===== src/rtl/conv1d_ktap_pkg.sv =====
// Shared definitions for the shift-weight convolution lane: weight-code field
// positions, default widths, accumulator sizing and signed saturation helpers.
package conv1d_ktap_pkg;

  localparam int DEF_ACT_W   = 12;
  localparam int DEF_WCODE_W = 5;
  localparam int DEF_OUT_W   = 24;

  // Weight code layout, MSB first: {nz, sign, exp}.
  localparam int WC_EXP_LSB = 0;

  function automatic int wc_nz_bit(input int wcode_w);
    return wcode_w - 1;
  endfunction

  function automatic int wc_sign_bit(input int wcode_w);
    return wcode_w - 2;
  endfunction

  function automatic int wc_exp_msb(input int wcode_w);
    return wcode_w - 3;
  endfunction

  // Wide enough for K full-scale products at the largest shift, including negation.
  function automatic int acc_width(input int act_w, input int wcode_w, input int k);
    return act_w + (1 << (wcode_w - 2)) - 1 + $clog2(k) + 1;
  endfunction

  function automatic logic signed [63:0] sat_hi(input int out_w);
    return (64'sd1 <<< (out_w - 1)) - 64'sd1;
  endfunction

  function automatic logic signed [63:0] sat_lo(input int out_w);
    return -(64'sd1 <<< (out_w - 1));
  endfunction

  // Clip v into the signed out_w range; callers truncate the result to out_w bits.
  function automatic logic signed [63:0] sat_signed(input logic signed [63:0] v,
                                                    input int out_w);
    logic signed [63:0] res;
    res = v;
    if (v > sat_hi(out_w)) res = sat_hi(out_w);
    else if (v < sat_lo(out_w)) res = sat_lo(out_w);
    return res;
  endfunction

  function automatic logic sat_clipped(input logic signed [63:0] v, input int out_w);
    return (v > sat_hi(out_w)) || (v < sat_lo(out_w));
  endfunction

endpackage


===== src/rtl/conv1d_ktap_shift_tap.sv =====
// One tap of the lane: decodes a power-of-two weight code and applies it to an
// activation as an exact sign-extended shift with optional negation.
module shift_tap
  import conv1d_ktap_pkg::*;
#(
  parameter int ACT_W   = DEF_ACT_W,
  parameter int WCODE_W = DEF_WCODE_W,
  parameter int ACC_W   = acc_width(DEF_ACT_W, DEF_WCODE_W, 3)
) (
  input  logic [ACT_W-1:0]   i_act,
  input  logic [WCODE_W-1:0] i_code,
  output logic [ACC_W-1:0]   o_prod
);

  localparam int NZ_BIT   = wc_nz_bit(WCODE_W);
  localparam int SIGN_BIT = wc_sign_bit(WCODE_W);
  localparam int EXP_MSB  = wc_exp_msb(WCODE_W);

  logic signed [ACC_W-1:0] w_ext;
  logic signed [ACC_W-1:0] w_shifted;
  logic [EXP_MSB:WC_EXP_LSB] w_exp;

  assign w_ext     = {{(ACC_W - ACT_W){i_act[ACT_W-1]}}, i_act};
  assign w_exp     = i_code[EXP_MSB:WC_EXP_LSB];
  assign w_shifted = w_ext <<< w_exp;

  // NOTE: every always_comb output gets a default first so no path can infer a latch.
  always_comb begin
    o_prod = '0;
    if (i_code[NZ_BIT]) o_prod = i_code[SIGN_BIT] ? -w_shifted : w_shifted;
  end

endmodule


===== src/rtl/conv1d_ktap.sv =====
// K-tap 1D convolution lane with power-of-two weights, a shadow/active weight
// bank pair, per-row warm-up masking, optional 1x1 mode and saturating output.
module conv1d_ktap
  import conv1d_ktap_pkg::*;
#(
  parameter int K       = 3,
  parameter int ACT_W   = DEF_ACT_W,
  parameter int WCODE_W = DEF_WCODE_W,
  parameter int OUT_W   = DEF_OUT_W
) (
  input  logic               clk,
  input  logic               rst,
  input  logic [ACT_W-1:0]   act_data,
  input  logic               act_valid,
  input  logic               act_first,
  input  logic               mode_1x1,
  input  logic [WCODE_W-1:0] weight_data,
  input  logic               weight_valid,
  input  logic               weight_switch,
  output logic [OUT_W-1:0]   out_data,
  output logic               out_valid,
  output logic               out_sat
);

  localparam int ACC_W = acc_width(ACT_W, WCODE_W, K);
  localparam int CNT_W = $clog2(K + 1);

  logic [WCODE_W-1:0]      r_shadow [K];
  logic [WCODE_W-1:0]      r_active [K];
  logic [ACT_W-1:0]        r_x;
  logic                    r_xv;
  logic                    r_xf;
  logic                    r_mode;
  logic signed [ACC_W-1:0] r_acc [K-1];
  logic [CNT_W-1:0]        r_cnt;
  logic [OUT_W-1:0]        r_out_data;
  logic                    r_out_valid;
  logic                    r_out_sat;

  logic signed [ACC_W-1:0] w_prod [K];
  logic signed [ACC_W-1:0] w_pick;
  logic [CNT_W-1:0]        w_cnt_next;
  logic                    w_valid_next;
  logic [OUT_W-1:0]        w_sat_data;
  logic                    w_clip;

  // NOTE: the small weight banks are reset explicitly so every product is 0 out of reset.
  // NOTE: state is updated with non-blocking assignments so all registers see pre-edge values.
  always_ff @(posedge clk) begin
    if (rst) begin
      for (int j = 0; j < K; j++) begin
        r_shadow[j] <= '0;
        r_active[j] <= '0;
      end
    end else begin
      // Commit reads the pre-shift shadow when a load lands in the same cycle.
      if (weight_switch) begin
        if (r_mode) r_active[0] <= r_shadow[K-1];
        else for (int j = 0; j < K; j++) r_active[j] <= r_shadow[j];
      end
      if (weight_valid) begin
        for (int j = 0; j < K - 1; j++) r_shadow[j] <= r_shadow[j+1];
        r_shadow[K-1] <= weight_data;
      end
    end
  end

  always_ff @(posedge clk) begin
    if (rst) begin
      r_x    <= '0;
      r_xv   <= 1'b0;
      r_xf   <= 1'b0;
      r_mode <= 1'b0;
    end else begin
      r_x  <= act_data;
      r_xv <= act_valid;
      r_xf <= act_first;
      if (act_valid && act_first) r_mode <= mode_1x1;
    end
  end

  for (genvar j = 0; j < K; j++) begin : g_tap
    shift_tap #(
      .ACT_W  (ACT_W),
      .WCODE_W(WCODE_W),
      .ACC_W  (ACC_W)
    ) u_tap (
      .i_act (r_x),
      .i_code(r_active[j]),
      .o_prod(w_prod[j])
    );
  end

  always_comb begin
    w_cnt_next = r_cnt;
    if (r_xf) w_cnt_next = CNT_W'(1);
    else if (r_cnt < CNT_W'(K)) w_cnt_next = r_cnt + CNT_W'(1);
  end

  always_comb begin
    w_pick = r_acc[K-2] + w_prod[K-1];
    if (r_mode) w_pick = w_prod[0];
  end

  assign w_valid_next = r_mode || (w_cnt_next >= CNT_W'(K));
  assign w_sat_data   = OUT_W'(sat_signed(64'(w_pick), OUT_W));
  assign w_clip       = sat_clipped(64'(w_pick), OUT_W);

  // Transposed chain: acc[j] holds the partial sum of taps 0..j; gaps freeze it.
  always_ff @(posedge clk) begin
    if (rst) begin
      for (int j = 0; j < K - 1; j++) r_acc[j] <= '0;
      r_cnt       <= '0;
      r_out_data  <= '0;
      r_out_valid <= 1'b0;
      r_out_sat   <= 1'b0;
    end else if (r_xv) begin
      r_acc[0] <= w_prod[0];
      for (int j = 1; j < K - 1; j++) r_acc[j] <= r_xf ? w_prod[j] : r_acc[j-1] + w_prod[j];
      r_cnt       <= w_cnt_next;
      r_out_data  <= w_sat_data;
      r_out_valid <= w_valid_next;
      r_out_sat   <= w_valid_next && w_clip;
    end else begin
      r_out_valid <= 1'b0;
      r_out_sat   <= 1'b0;
    end
  end

  assign out_data  = r_out_data;
  assign out_valid = r_out_valid;
  assign out_sat   = r_out_sat;

endmodule


===== config.mk =====
export PLATFORM = sky130hd
export DESIGN_NAME = conv1d_ktap
export DESIGN_NICKNAME = d
export VERILOG_FILES = /design/src/rtl/conv1d_ktap_pkg.sv /design/src/rtl/conv1d_ktap_shift_tap.sv /design/src/rtl/conv1d_ktap.sv
export SDC_FILE = /design/constraint.sdc
export NUM_CORES = 1
export LEC_CHECK = 0
export CAP_MARGIN = 20
export CORE_MARGIN = 2
export CORE_UTILIZATION = 60
export DETAILED_ROUTE_END_ITERATION = 10
export HOLD_SLACK_MARGIN = 0.15
export MAX_ROUTING_LAYER = met4
export PLACE_DENSITY = 0.8
export SETUP_SLACK_MARGIN = 0.4
export SYNTH_ARGS = -nofsm -noshare
export SYNTH_HDL_FRONTEND = slang
export SYNTH_SLANG_ARGS = --single-unit

===== constraint.sdc =====
create_clock -name clk -period 5.15 [get_ports clk]
set_input_delay 1.545 -clock clk [delete_from_list [all_inputs] [get_ports clk]]
set_output_delay 1.545 -clock clk [all_outputs]
set_load 0.005 [all_outputs]

==> results of run 1 <==
-- flip-flops by register name (all words and copies together), names as in the netlist --
register,count
r_cnt,2
r_mode,1
out_valid,1
r_xf,1
r_x,12
r_xv,1
out_sat,1
r_acc,44
r_active,15
out_data,22
r_shadow,15
-- how the worst max path moves through the flow --
stage	from	endpoint	slack, ns
finish	r_active[0][5]	r_acc[0][43]	0.56
global route	r_active[0][5]	r_acc[0][43]	0.31
CTS	r_active[0][5]	r_acc[0][43]	0.40
detailed placement	r_active[0][5]	r_acc[0][43]	0.32
global placement	r_active[0][5]	r_acc[0][43]	0.41
floorplan	r_active[0][5]	r_acc[0][43]	0.92
-- area by class of cell --
class                           instances  area, µm²
Clock inverter                         15        186
Tap cell                              216        270
Multi-Input combinational cell        937       6400
Inverter                               36        135
Antenna cell                            1       2.50
Fill cell                            1280       4790
Sequential cell                       115       3050
Timing Repair Buffer                   82        739
Clock buffer                           17        425
-- what timing repair did --
item | in CTS | in global routing
resized for setup | 1 | 23
setup buffers | 3 | 5
pin swaps | 0 | 4
gates cloned | 0 | 0
setup endpoints to repair | 3 | 15
-- synth_stat cells, types with 4 or more instances --
cell type and count:
a31oi_1 12, ha_1 45, nand3_1 16, o21a_1 14, o21ai_1 15, mux2i_1 34, buf_2 11, or2_2 5
a211oi_1 13, nand2_1 119, edfxtp_1 74, buf_1 8, xnor2_1 45, nand2b_1 20, inv_1 32, o21ai_0 72
clkbuf_1 43, a211o_1 5, nand4_1 7, a2bb2oi_1 4, o21bai_1 9, a21o_1 27, xor2_1 29, mux2_2 10
and3_1 13, a21oi_1 98, or3_1 6, nor2b_1 42, nor2_1 101, nor3_1 13, buf_4 5, buf_6 4
o22ai_1 15, and2_1 49, dfxtp_1 41, o211ai_1 6, o31ai_1 9, mux4_2 17
-- critical path: cells and delay by family (launching register included) --
family / cells / cell delay [ns]
adder cells (fa/ha/maj): 1 / 0.30
AND/OR/NAND/NOR: 2 / 0.22
buffers and inverters: 2 / 0.31
multiplexers: 3 / 1.10
flip-flops: 1 / 0.33
XOR/XNOR: 2 / 0.36
AO/OA/AOI/OAI: 9 / 1.69
-- cell families after synthesis --
| kind of cell | count (synthesis) | share of synthesized area [%] |
|---|---|---|
| xor gates and xnor gates | 75 | 6.73 |
| DFF | 115 | 30.8 |
| AOI/OAI and AO/OA | 331 | 21.0 |
| muxes | 66 | 9.52 |
| and+or+nand+nor | 417 | 20.9 |
| adders and majority gates | 47 | 6.11 |
| other | 1 | 0.0380 |
| buffers and inverters | 108 | 4.84 |
-- layer usage --
metal  global-route usage (%)  share of wire, %
met1                     44.2                40
met2                     52.0                46
met3                     8.04                11
met4                     14.2               3.5
met5                        -                 0
-- power by group --
part | internal, mW | switching, mW
Sequential | 1.04 | 0.0841
Combinational | 0.337 | 0.449
Clock | 0.735 | 0.512
Total | 2.11 | 1.05
==> results.yml, run 1 <==
timing:
  whs_ns: 0.445
  final_hold_viol_count: 0
  max_freq_mhz: 218
  finalCriticalPeriod_ns: 4.59
  relSlewSlack_pct: 31.8
  rsz0062_at_grt: "true"
  fin_setup_tns_ns: 0
  finalMaxSlewViolations: 0
  finalCritPeriodShare_pct: 89.1
  setup_viol: 0
  fin_ws_ns: 0.563
  tightest_slew_ns: 1.02
  skew_ns: 0.00989
cts:
  clk_pin_slew_ns: 0.06
  clock-sinks: 115
  cts_root_buf: "clkbuf_16"
  clockBufferDepth: 2
  cts_buffers: 17
  hold_buffers: 0
  insertion_delay_ns: 0.43
  cts_tree: "built"
  htreeDepth: 4
cells_and_area:
  fin_nets: 1260
  area_growth_pct: 13.6
  stdcell_area_um2: 11200
  final_util_pct: 70.0
  final_cell_mix: "nand2_1, nor2_1, a21oi_1, edfxtp_1, o21ai_0"
  final_cells: 1419
  drive_gt1_share_pct: 11.4
  final_common_cell: "nand2_1"
placement:
  dp.cells: 1378
  io_buffers: 49
  dpl-instance-area_um2: 10500
  gp_congestion: 1.05
  pre_cts_ws_ns: 0.324
  dp_hpwl_um: 21100
floorplan:
  start_util_pct: 61.7
  rows: 46
  core_um2: 16000
  die-height_um: 132
  io_pins: 50
  die-area_um2: 17500
  die_w_um: 132
run:
  cap_violations: 0
power_and_ir_drop:
  ir_drop_mv: 0.302
  cellPowerDensity_nw_per_um2: 282
  p_leak_nw: 4.53
  power_mw: 3.16
drt:
  drc: 0
  wirelength_um: 29000
  ant_nets: 0
  wire_per_inst_um: 20.5
  dr.pass1.iters: 5
  num_vias: 9092
  dr.first_iter.drc_count: 1164
  routed_via_density: 6.41
critical_path:
  r2r_end: "r_acc[0][43]"
  path_class: "flip-flop to flip-flop"
  crit_arrival_ns: 4.75
  critPathMaxFanout: 7
  slowest_stage: "mux4_2"
  worstPathRequired_ns: 5.31
  worstPathCellList: "buf_4, buf_4, mux4_2, mux2_2, a211oi_2, o2111ai_2, o21ai_2, xor2_1, and2_4, ha_1, a21o_1, a21o_1, a21oi_1, o21ai_1, a41oi_1, mux2i_1, a21oi_1, xnor2_1, nor2_1"
  timing.rr.start: "r_active[0][5]"
  worst-r2r-setup-slack_ns: 0.56
  end_kind: "flip-flop"
  slowest_delay_ns: 0.57
  startpoint_type: "flip-flop"
  r2r_cells: 19
global_route:
  antenna_found_initial: 1
  grt_max_degree: 35
  gr-total-overflow: 0
  grt_pass1_vias: 8398
  grtUsageTotal_pct: 34.2
  grt_pass1_wl_um: 45100
worst_hold_path:
  hp-class: "flip-flop to flip-flop"
  holdPathStages: 2
  hold_end: "out_data[6]"
  holdCritStartpoint: "out_data[6]"
synth:
  synth-main-ff-cell: "edfxtp_1"
  synthCells: 1160
  syn_avg_cell_area_um2: 8.51
  synth_top_cell_by_area: "edfxtp_1"
  synth.distinct_cells: 81
  synth.cell_area_um2: 9870
  synth_area_leaders: "edfxtp_1, dfxtp_1, ha_1"
  synth_edf_count: 74
  synth_top_area_share_pct: 22.5
  synth_fp_nets: 1231
  ys_warn_count: 0
  seq_area_frac_synth_pct: 30.8
  synth-seq-cells: 115
  synthArstFlopShare_pct: 0
outcome:
  status: "finished clean"
Note: power is estimated with default switching activity, not from simulation.
==> inputs of run 2 (changes only) <==
Settings changed: CORE_UTILIZATION 60 to 62, PLACE_DENSITY 0.8 to 0.82.
==> run 2 against run 1 <==
Non-clock buffer count is 3 lower. Sequential cell count is the same. Die area is 3.1% lower. First-iteration DRC count is 3.5% higher. Largest cell class unchanged. Sequential share of layout area rose by 0.058 points. Combinational power about the same. Global-route usage is 2.0 points higher. Hold slack got worse by 0.0087 ns. Maximum frequency shrank 0.47%. Total power shrank 1.3%. Critical path depth shrank 2.
==> results.yml, run 2 (synthesis gave the netlist of run 1 again) <==
floorplan:
  die_w_um: 130
  core_um2: 15700
  start_util_pct: 62.8
  io_pins: 50
  rows: 46
  die-height_um: 130
  die-area_um2: 16900
global_route:
  grt_pass1_wl_um: 44700
  grt_pass1_vias: 8254
  antenna_found_initial: 1
  grtUsageTotal_pct: 36.3
  gr-total-overflow: 0
  grt_max_degree: 38
timing:
  max_freq_mhz: 217
  tightest_slew_ns: 1.05
  final_hold_viol_count: 0
  rsz0062_at_grt: "true"
  fin_setup_tns_ns: 0
  skew_ns: 0.0114
  relSlewSlack_pct: 29.5
  setup_viol: 0
  finalMaxSlewViolations: 0
  finalCritPeriodShare_pct: 89.5
  finalCriticalPeriod_ns: 4.61
power_and_ir_drop:
  p_int_mw: 2.12
  p_leak_nw: 4.52
  power_mw: 3.12
  p_sw_mw: 0.996
  ir_drop_mv: 0.304
  p_comb_share_pct: 25.2
  p_clk_share_pct: 38.9
  seqPwrFrac_pct: 35.9
  swShare_pct: 32.0
  cellPowerDensity_nw_per_um2: 279
critical_path:
  path_class: "flip-flop to flip-flop"
  slowest_stage: "mux4_2"
  end_kind: "flip-flop"
  crit_path_frequent_cell: "and3_1"
  startpoint_type: "flip-flop"
  timing.rr.start: "r_active[0][10]"
  worstPathRequired_ns: 5.47
  r2r_cells: 17
  worstPathCellList: "buf_6, mux2i_2, inv_2, mux4_2, a211oi_4, nand3b_1, and3_1, o21a_1, ha_1, and3_1, and3_1, o211ai_1, a31oi_1, a31oi_1, o21ai_0, xnor2_1, o21a_1"
  worst-r2r-setup-slack_ns: 0.54
  r2r_end: "out_data[23]"
  critPathMaxFanout: 27
  crit_arrival_ns: 4.93
  slowest_delay_ns: 0.54
worst_hold_path:
  holdPathStages: 2
  hp-class: "flip-flop to flip-flop"
  holdCritStartpoint: "out_data[0]"
  hold_end: "out_data[0]"
drt:
  wire_per_inst_um: 20.3
  ant_nets: 0
  dr.first_iter.drc_count: 1205
  drc: 0
  dr.pass1.iters: 5
  num_vias: 8994
  wirelength_um: 28800
  routed_via_density: 6.35
cts:
  insertion_delay_ns: 0.43
  clockBufferDepth: 2
  clock-sinks: 115
  cts_root_buf: "clkbuf_16"
  cts_buffers: 17
  cts_tree: "built"
  htreeDepth: 4
  clk_pin_slew_ns: 0.07
  hold_buffers: 0
cells_and_area:
  largest_register: "r_acc"
  fin_nets: 1257
  final_cell_mix: "nand2_1, nor2_1, a21oi_1, edfxtp_1, o21ai_0"
  nFillCells: 1235
  largest_reg_flops: 44
  drive_gt1_share_pct: 10.5
  final_common_cell: "nand2_1"
  area_growth_pct: 13.2
  final_util_pct: 71.1
placement:
  gp_congestion: 1.02
  dp_hpwl_um: 21200
  io_buffers: 49
outcome:
  status: "finished clean"
run:
  cap_violations: 0
[run 2: cell types whose count changed in the layout (fill, tap and decap cells not counted), moves of 2 or more]
| cell | previous run | this run |
|---|---|---|
| buf_4 | 31 | 29 |
| clkbuf_1 | 0 | 3 |
| clkinv_2 | 0 | 3 |
| clkinv_4 | 1 | 3 |
| clkinvlp_4 | 2 | 0 |
| dfxtp_1 | 38 | 41 |
| dfxtp_2 | 3 | 0 |
| inv_6 | 6 | 3 |
| inv_8 | 3 | 0 |
| mux4_1 | 0 | 2 |
| mux4_2 | 20 | 18 |
| o21ai_1 | 16 | 18 |
[run 2: how the worst max path moves through the flow]
stage	start	to	slack (ns)	cells after the start
floorplan	r_active[0][5]	r_acc[0][43]	0.92	18
global placement	r_active[0][5]	r_acc[0][43]	0.47	17
detailed placement	r_active[0][5]	r_acc[0][43]	0.37	17
CTS	r_active[0][10]	out_data[23]	0.45	17
global route	r_active[0][5]	r_acc[0][42]	0.30	17
finish	r_active[0][10]	out_data[23]	0.54	17
[run 2: critical path: cells and delay by family, from the launching register on]
kind / cells / cell delay, ns
compound gates: 7 / 1.53
xor+xnor: 1 / 0.15
fa+ha+maj: 1 / 0.41
buf+inv: 2 / 0.33
flops: 1 / 0.44
mux: 2 / 0.87
simple gates: 4 / 0.76
[run 2: repair_timing]
item	in CTS	in global routing
setup endpoints to repair	2	14
resized for setup	0	21
pin swaps	0	4
buffers inserted	1	2
cloned	0	0
[run 2: area by class of cell]
type | count | area (µm²) | area share, %
multi-input cells | 937 | 6410 | 57.4
flip-flops and latches | 115 | 3040 | 27.2
repair buffers | 79 | 719 | 6.44
clock buffers | 21 | 462 | 4.13
well taps | 216 | 270 | 2.42
inverters | 36 | 135 | 1.21
clock inverters | 11 | 128 | 1.14
diodes | 1 | 2.50 | 0.0224
[run 2: routing by layer]
layer / part of all wire [%] / vias up / global-route usage, %
li1: - / 4242 / -
met2: 44 / 451 / 53.7
met3: 10 / 83 / 10.1
met1: 42 / 4218 / 47.7
met4: 3.8 / 0 / 13.4
met5: 0 / - / -
[run 2: metrics by stage]
| stage | instance area (µm²) | setup WS (ns) | hold slack [ns] | instances |
|---|---|---|---|---|
| after floorplan | 9870 | 0.920 | 0.435 | 1160 |
| after CTS | 11100 | 0.448 | 0.437 | 1413 |
| after detailed placement | 10500 | 0.367 | 0.429 | 1380 |
| final | 11200 | 0.541 | 0.436 | 1416 |
| after global placement | 10500 | 0.467 | 0.426 | 1380 |
| after global routing | 11200 | 0.297 | 0.466 | 1416 |
[run 2: power groups by stage]
stage | logic [mW] | registers, mW | clock network, mW
2_1_floorplan | 0.584 | 1.08 | 0
3_3_place_gp | 0.737 | 1.13 | 0
3_5_place_dp | 0.746 | 1.13 | 0
4_1_cts | 0.755 | 1.12 | 1.21
5_1_grt | 0.856 | 1.13 | 1.26
6_report | 0.786 | 1.12 | 1.21
==> inputs of run 3 (changes only) <==
--- a/config.mk
+++ b/config.mk
@@ -8,2 +8,3 @@
 export CAP_MARGIN = 20
+export CORE_ASPECT_RATIO = 1.1
 export CORE_MARGIN = 2
==> constraint.sdc (replaced) <==
create_clock -name clk -period 5.15 [get_ports clk]
set_input_delay 1.03 -clock clk [delete_from_list [all_inputs] [get_ports clk]]
set_output_delay 1.03 -clock clk [all_outputs]
set_load 0.005 [all_outputs]
==> run 3 against run 2 <==
Via count increased by 1.4%. Cell count decreased by 0.56%. Global-route usage decreased by 0.27 points. Hold slack got worse by 0.0013 ns. Clock-buffer cell count decreased by 2. Non-clock buffer count increased by 9. Critical path depth increased by 3. Sequential share of layout area decreased by 0.27 points. Combinational power increased by 2%. Total power increased by 1.2%. Critical path type unchanged. Critical endpoint is now r_acc[0][43]. Highest routed layer unchanged.
==> results.yml, run 3 (synthesis gave the netlist of run 1 again) <==
outcome:
  status: "finished clean"
power_and_ir_drop:
  seqPwrFrac_pct: 35.8
  p_leak_nw: 4.55
  p_comb_share_pct: 25.5
  cellPowerDensity_nw_per_um2: 279
  p_clk_share_pct: 38.7
  p_int_mw: 2.15
  swShare_pct: 32.0
  p_sw_mw: 1.01
  ir_drop_mv: 0.258
cts:
  cts_root_buf: "clkbuf_16"
  clockBufferDepth: 2
  clk_pin_slew_ns: 0.06
  cts_buffers: 17
  cts_tree: "built"
  htreeDepth: 4
  insertion_delay_ns: 0.43
  clock-sinks: 115
  hold_buffers: 0
critical_path:
  end_kind: "flip-flop"
  startpoint_type: "flip-flop"
  path_class: "flip-flop to flip-flop"
  worstPathRequired_ns: 5.30
  critPathMaxFanout: 7
  crit_arrival_ns: 4.76
floorplan:
  io_pins: 50
  rows: 48
  die_w_um: 124
  start_util_pct: 63.2
  die-area_um2: 16900
  core_um2: 15600
  die-height_um: 136
drt:
  drc: 0
  wirelength_um: 29700
  num_vias: 9123
  ant_nets: 0
  dr.first_iter.drc_count: 967
  wire_per_inst_um: 21.1
  routed_via_density: 6.48
  dr.pass1.iters: 6
placement:
  gp_congestion: 0.988
  io_buffers: 49
  dpl-instance-area_um2: 10400
  dp_hpwl_um: 21300
  dp.cells: 1361
cells_and_area:
  final_common_cell: "nand2_1"
  largest_register: "r_acc"
  final_cells: 1408
  fin_nets: 1266
  stdcell_area_um2: 11300
  largest_reg_flops: 44
  final_util_pct: 72.3
  drive_gt1_share_pct: 12.5
  n_antenna_cell: 0
  area_growth_pct: 14.5
  final_cell_mix: "nand2_1, nor2_1, a21oi_1, edfxtp_1, o21ai_0"
global_route:
  grt.busiest_layer: "met2"
  met1_usage_pct: 45.9
  grt_max_degree: 45
  gr-total-overflow: 0
  antenna_found_initial: 0
  grt_pass1_wl_um: 45800
  grtUsageTotal_pct: 36.0
  grt_pass1_vias: 8394
  met3_usage_pct: 7.36
  grt_use_met2_pct: 55.9
timing:
  max_freq_mhz: 217
  finalCritPeriodShare_pct: 89.4
  finalMaxSlewViolations: 0
  final_hold_viol_count: 0
  whs_ns: 0.435
  finalCriticalPeriod_ns: 4.60
  skew_ns: 0.0114
  tightest_slew_ns: 1.11
  rsz0062_at_grt: "false"
  fin_setup_tns_ns: 0
  relSlewSlack_pct: 25.7
  setup_viol: 0
worst_hold_path:
  hp-class: "flip-flop to flip-flop"
run:
  cap_violations: 0
## run 3: cell count changes in the layout (fill, tap and decap cells not counted), sizes merged, moves of 2 or more
cell / before / now
clkbuf: 21 / 19
inv: 38 / 36
clkinvlp: 0 / 4
buf: 30 / 39
## run 3: layout make-up
class                      instances  area [µm²]
inverter                          36         135
multi-input combinational        937        6480
clock buffer                      19         433
tap                              200         250
timing repair buffer              88         791
sequential                       115        3050
clock inverter                    13         160
fill                            1174        4320
## run 3: worst max-delay path: stages, from the launching register on
cell	delay (ns)
edfxtp_1	0.37
buf_6	0.15
mux4_2	0.57
or2_4	0.27
nand2b_1	0.14
a21o_1	0.22
nand2b_2	0.24
o31ai_4	0.27
xnor2_1	0.14
nand2_1	0.12
inv_1	0.10
ha_4	0.28
nand2_1	0.07
o21bai_1	0.20
a211o_1	0.35
o21ai_4	0.18
a41oi_2	0.14
mux2i_1	0.13
a21oi_1	0.17
xnor2_1	0.14
nor2_1	0.05
## run 3: path summary, 6_finish.rpt
check                               startpoint  depth (start not counted)           end  slack [ns]
worst max-delay path            r_active[0][5]                         20  r_acc[0][43]        0.55
worst min-delay path              out_data[19]                          2  out_data[19]        0.43
worst max register to register  r_active[0][5]                         20  r_acc[0][43]        0.55
worst min register to register    out_data[19]                          2  out_data[19]        0.43
## run 3: power groups by stage
stage / logic, mW / registers, mW / clock network [mW]
after floorplan: 0.584 / 1.08 / 0
final: 0.805 / 1.13 / 1.22
after CTS: 0.750 / 1.13 / 1.22
after global routing: 0.873 / 1.14 / 1.26
after detailed placement: 0.737 / 1.14 / 0
after global placement: 0.729 / 1.14 / 0
## run 3: per-stage QoR
stage,power [mW],setup WS [ns]
floorplan,1.67,0.920
global placement,1.87,0.373
detailed placement,1.88,0.298
CTS,3.10,0.401
global route,3.27,0.288
finish,3.15,0.546
## run 3: timing repair
| item | in CTS | in global routing |
|---|---|---|
| endpoints found under the setup margin | 2 | 14 |
| pin swaps | 0 | 5 |
| hold endpoints to repair | 0 | 0 |
| setup buffers | 4 | 11 |
| resized for setup | 1 | 37 |
## run 3: per-layer routing
| metal | vias to the layer above | part of all wire [%] |
|---|---|---|
| met2 | 495 | 46 |
| met5 | - | 0 |
| met1 | 4277 | 41 |
| li1 | 4253 | - |
| met3 | 98 | 9.4 |
| met4 | 0 | 4.3 |
==> RTL change: new RTL, settings of run 3 <==
Register the output `out_data` once more; this adds one clock of latency there. The other outputs are not delayed to match.
--- a/src/rtl/conv1d_ktap.sv
+++ b/src/rtl/conv1d_ktap.sv
@@ -128,5 +128,7 @@
   end
 
-  assign out_data  = r_out_data;
+  always_ff @(posedge clk) begin
+    out_data <= r_out_data;
+  end
   assign out_valid = r_out_valid;
   assign out_sat   = r_out_sat;
Function: changed (Yosys sat finds a counterexample within 4 cycles, from zero or initial values and one cycle with rst high).
==> RTL change against run 3 <==
Sequential cell count rose by 22; clock power rose by 7%; synthesized area rose by 2.9%; cell area rose by 4.2%; wire length fell by 8.3%; power rose by 8.3%; first-iteration DRC count fell by 8.1%; worst setup slack improved by 0.037 ns; critical path type unchanged; largest power group unchanged.
==> RTL change: results (changes against run 3) <==
{| class="wikitable"
! Metric !! Value
|-
| Number of nets in the synthesized netlist || 1209 (-1.8%)
|-
| Worst slack on hold paths || 0.348 ns (-0.0863 ns)
|-
| Static power due to leakage || 0.00477 µW (+4.8%)
|-
| Post-synth cell types || 78 (-3.7%)
|-
| Seq/Total Area, Yosys || 0.343 (+0.0347)
|-
| Worst min-delay path startpoint || r_out_data[4]
|-
| Fraction of layout instances using a drive strength above 1 || 0.143 (+0.0180)
|-
| Worst setup path startpoint || r_x[1]
|-
| Met3 wire len || 1.78 mm (-36%)
|-
| Post-Synth XOR/XNOR Area || 0.0690 (+0.00168)
|-
| Wire length the detailed router placed on met1 || 11.0 mm (-8.7%)
|-
| Result of the run || finished clean
|-
| Comb pwr share || 0.237 (-0.018)
|-
| Drt wl/cell || 19.6 µm (-7.3%)
|-
| Instance count after placement with tap cells included || 1343 (-1.3%)
|-
| Placed inst area || 10800 µm² (+3.4%)
|-
| Smallest setup slack after layout || 0.582 ns (+0.0365 ns)
|-
| Sink of the worst hold path || out_data[4]
|-
| Most frequent cells after synthesis || sky130_fd_sc_hd__nor2_1 (125), sky130_fd_sc_hd__nand2_1 (93), sky130_fd_sc_hd__a21oi_1 (80)
|-
| Met2 wire len || 13.1 mm (-3.9%)
|-
| Final estimated routing congestion in global placement || 1.04 (+4.8%)
|-
| Clock tree root buffer cell || sky130_fd_sc_hd__clkbuf_16
|-
| Via count of the first global-routing pass || 7930 (-5.5%)
|-
| CP arrival || 4.91 ns (+0.15 ns)
|-
| Final cell count without fillers || 1393 (-1.1%)
|-
| Largest driver fanout on the critical path || 12 (+5)
|-
| Global-route total usage across every layer || 0.313 (-0.0469)
|-
| Worst Clk Skew || 0.0140 ns (+0.00258 ns)
|-
| Growth of design area from synthesis to finish || 15.9%
|-
| Met2 track demand over resource || 0.501 (-0.0575)
|-
| Diode insertion count for antenna repair || 0 (unchanged)
|-
| Termination of the worst setup path || r_out_data[20]
|-
| Multiplexer share of the synthesized area || 0.0997 (+0.00447)
|-
| Clock-net power || 1310 µW (+7%)
|-
| Detailed Place HPWL || 19.8 mm (-7.2%)
|-
| Post-CTS resize count || 4 (+3)
|-
| Area share of fa/ha/maj cells after synthesis || 0.0594 (-0.00172)
|-
| Global routing met1 resource utilization || 0.392 (-0.0670)
|-
| First-pass GRT wire length || 41.7 mm (-8.8%)
|-
| Internal power || 2330 µW (+8.7%)
|-
| Relative slew slack || 0.426 (+0.168)
|-
| Worst supply voltage drop on vdd || 0.257 mV (-0.29%)
|-
| Critical path's largest stage delay || 0.55 ns (-0.02 ns)
|-
| Vias post-DR || 8813 (-3.4%)
|-
| DR iter-0 viols || 889 (-8.1%)
|-
| DP Worst Slack || 0.230 ns (-0.0677 ns)
|-
| Number of cell instances on the worst register-to-register path || 18 (-10%)
|-
| Buffers inserted during post-CTS setup optimization || 5 (+1)
|-
| Post-Syn Instances || 1138 (-1.9%)
|-
| GRT met3 Usage || 0.0430 (-0.0306)
|-
| Filler Cell Count || 1218 (+3.7%)
|}
==> RTL change: cell types whose count changed after synthesis, moves of 13 or more <==
cell and delta:
sky130_fd_sc_hd__nand2_1 -26, sky130_fd_sc_hd__nor2_1 +24, sky130_fd_sc_hd__dfxtp_1 +22, sky130_fd_sc_hd__a21oi_1 -18, sky130_fd_sc_hd__and2_1 -13, sky130_fd_sc_hd__nor3_1 +13
==> RTL change: critical path, delay by kind of cell (launching register included) <==
kind | cells | cell delay (ns)
compound gates | 9 | 1.86
simple gates | 5 | 1.02
fa+ha+maj | 1 | 0.26
buf+inv | 1 | 0.22
mux | 1 | 0.55
xor+xnor | 1 | 0.18
flops | 1 | 0.39
==> RTL change: layout make-up <==
cell class	count	area share
Timing Repair Buffer	93	0.0729
Clock buffer	19	0.0404
Sequential cell	137	0.296
Inverter	31	0.00989
Multi-Input combinational cell	896	0.545
Tap cell	204	0.0217
Clock inverter	13	0.0138
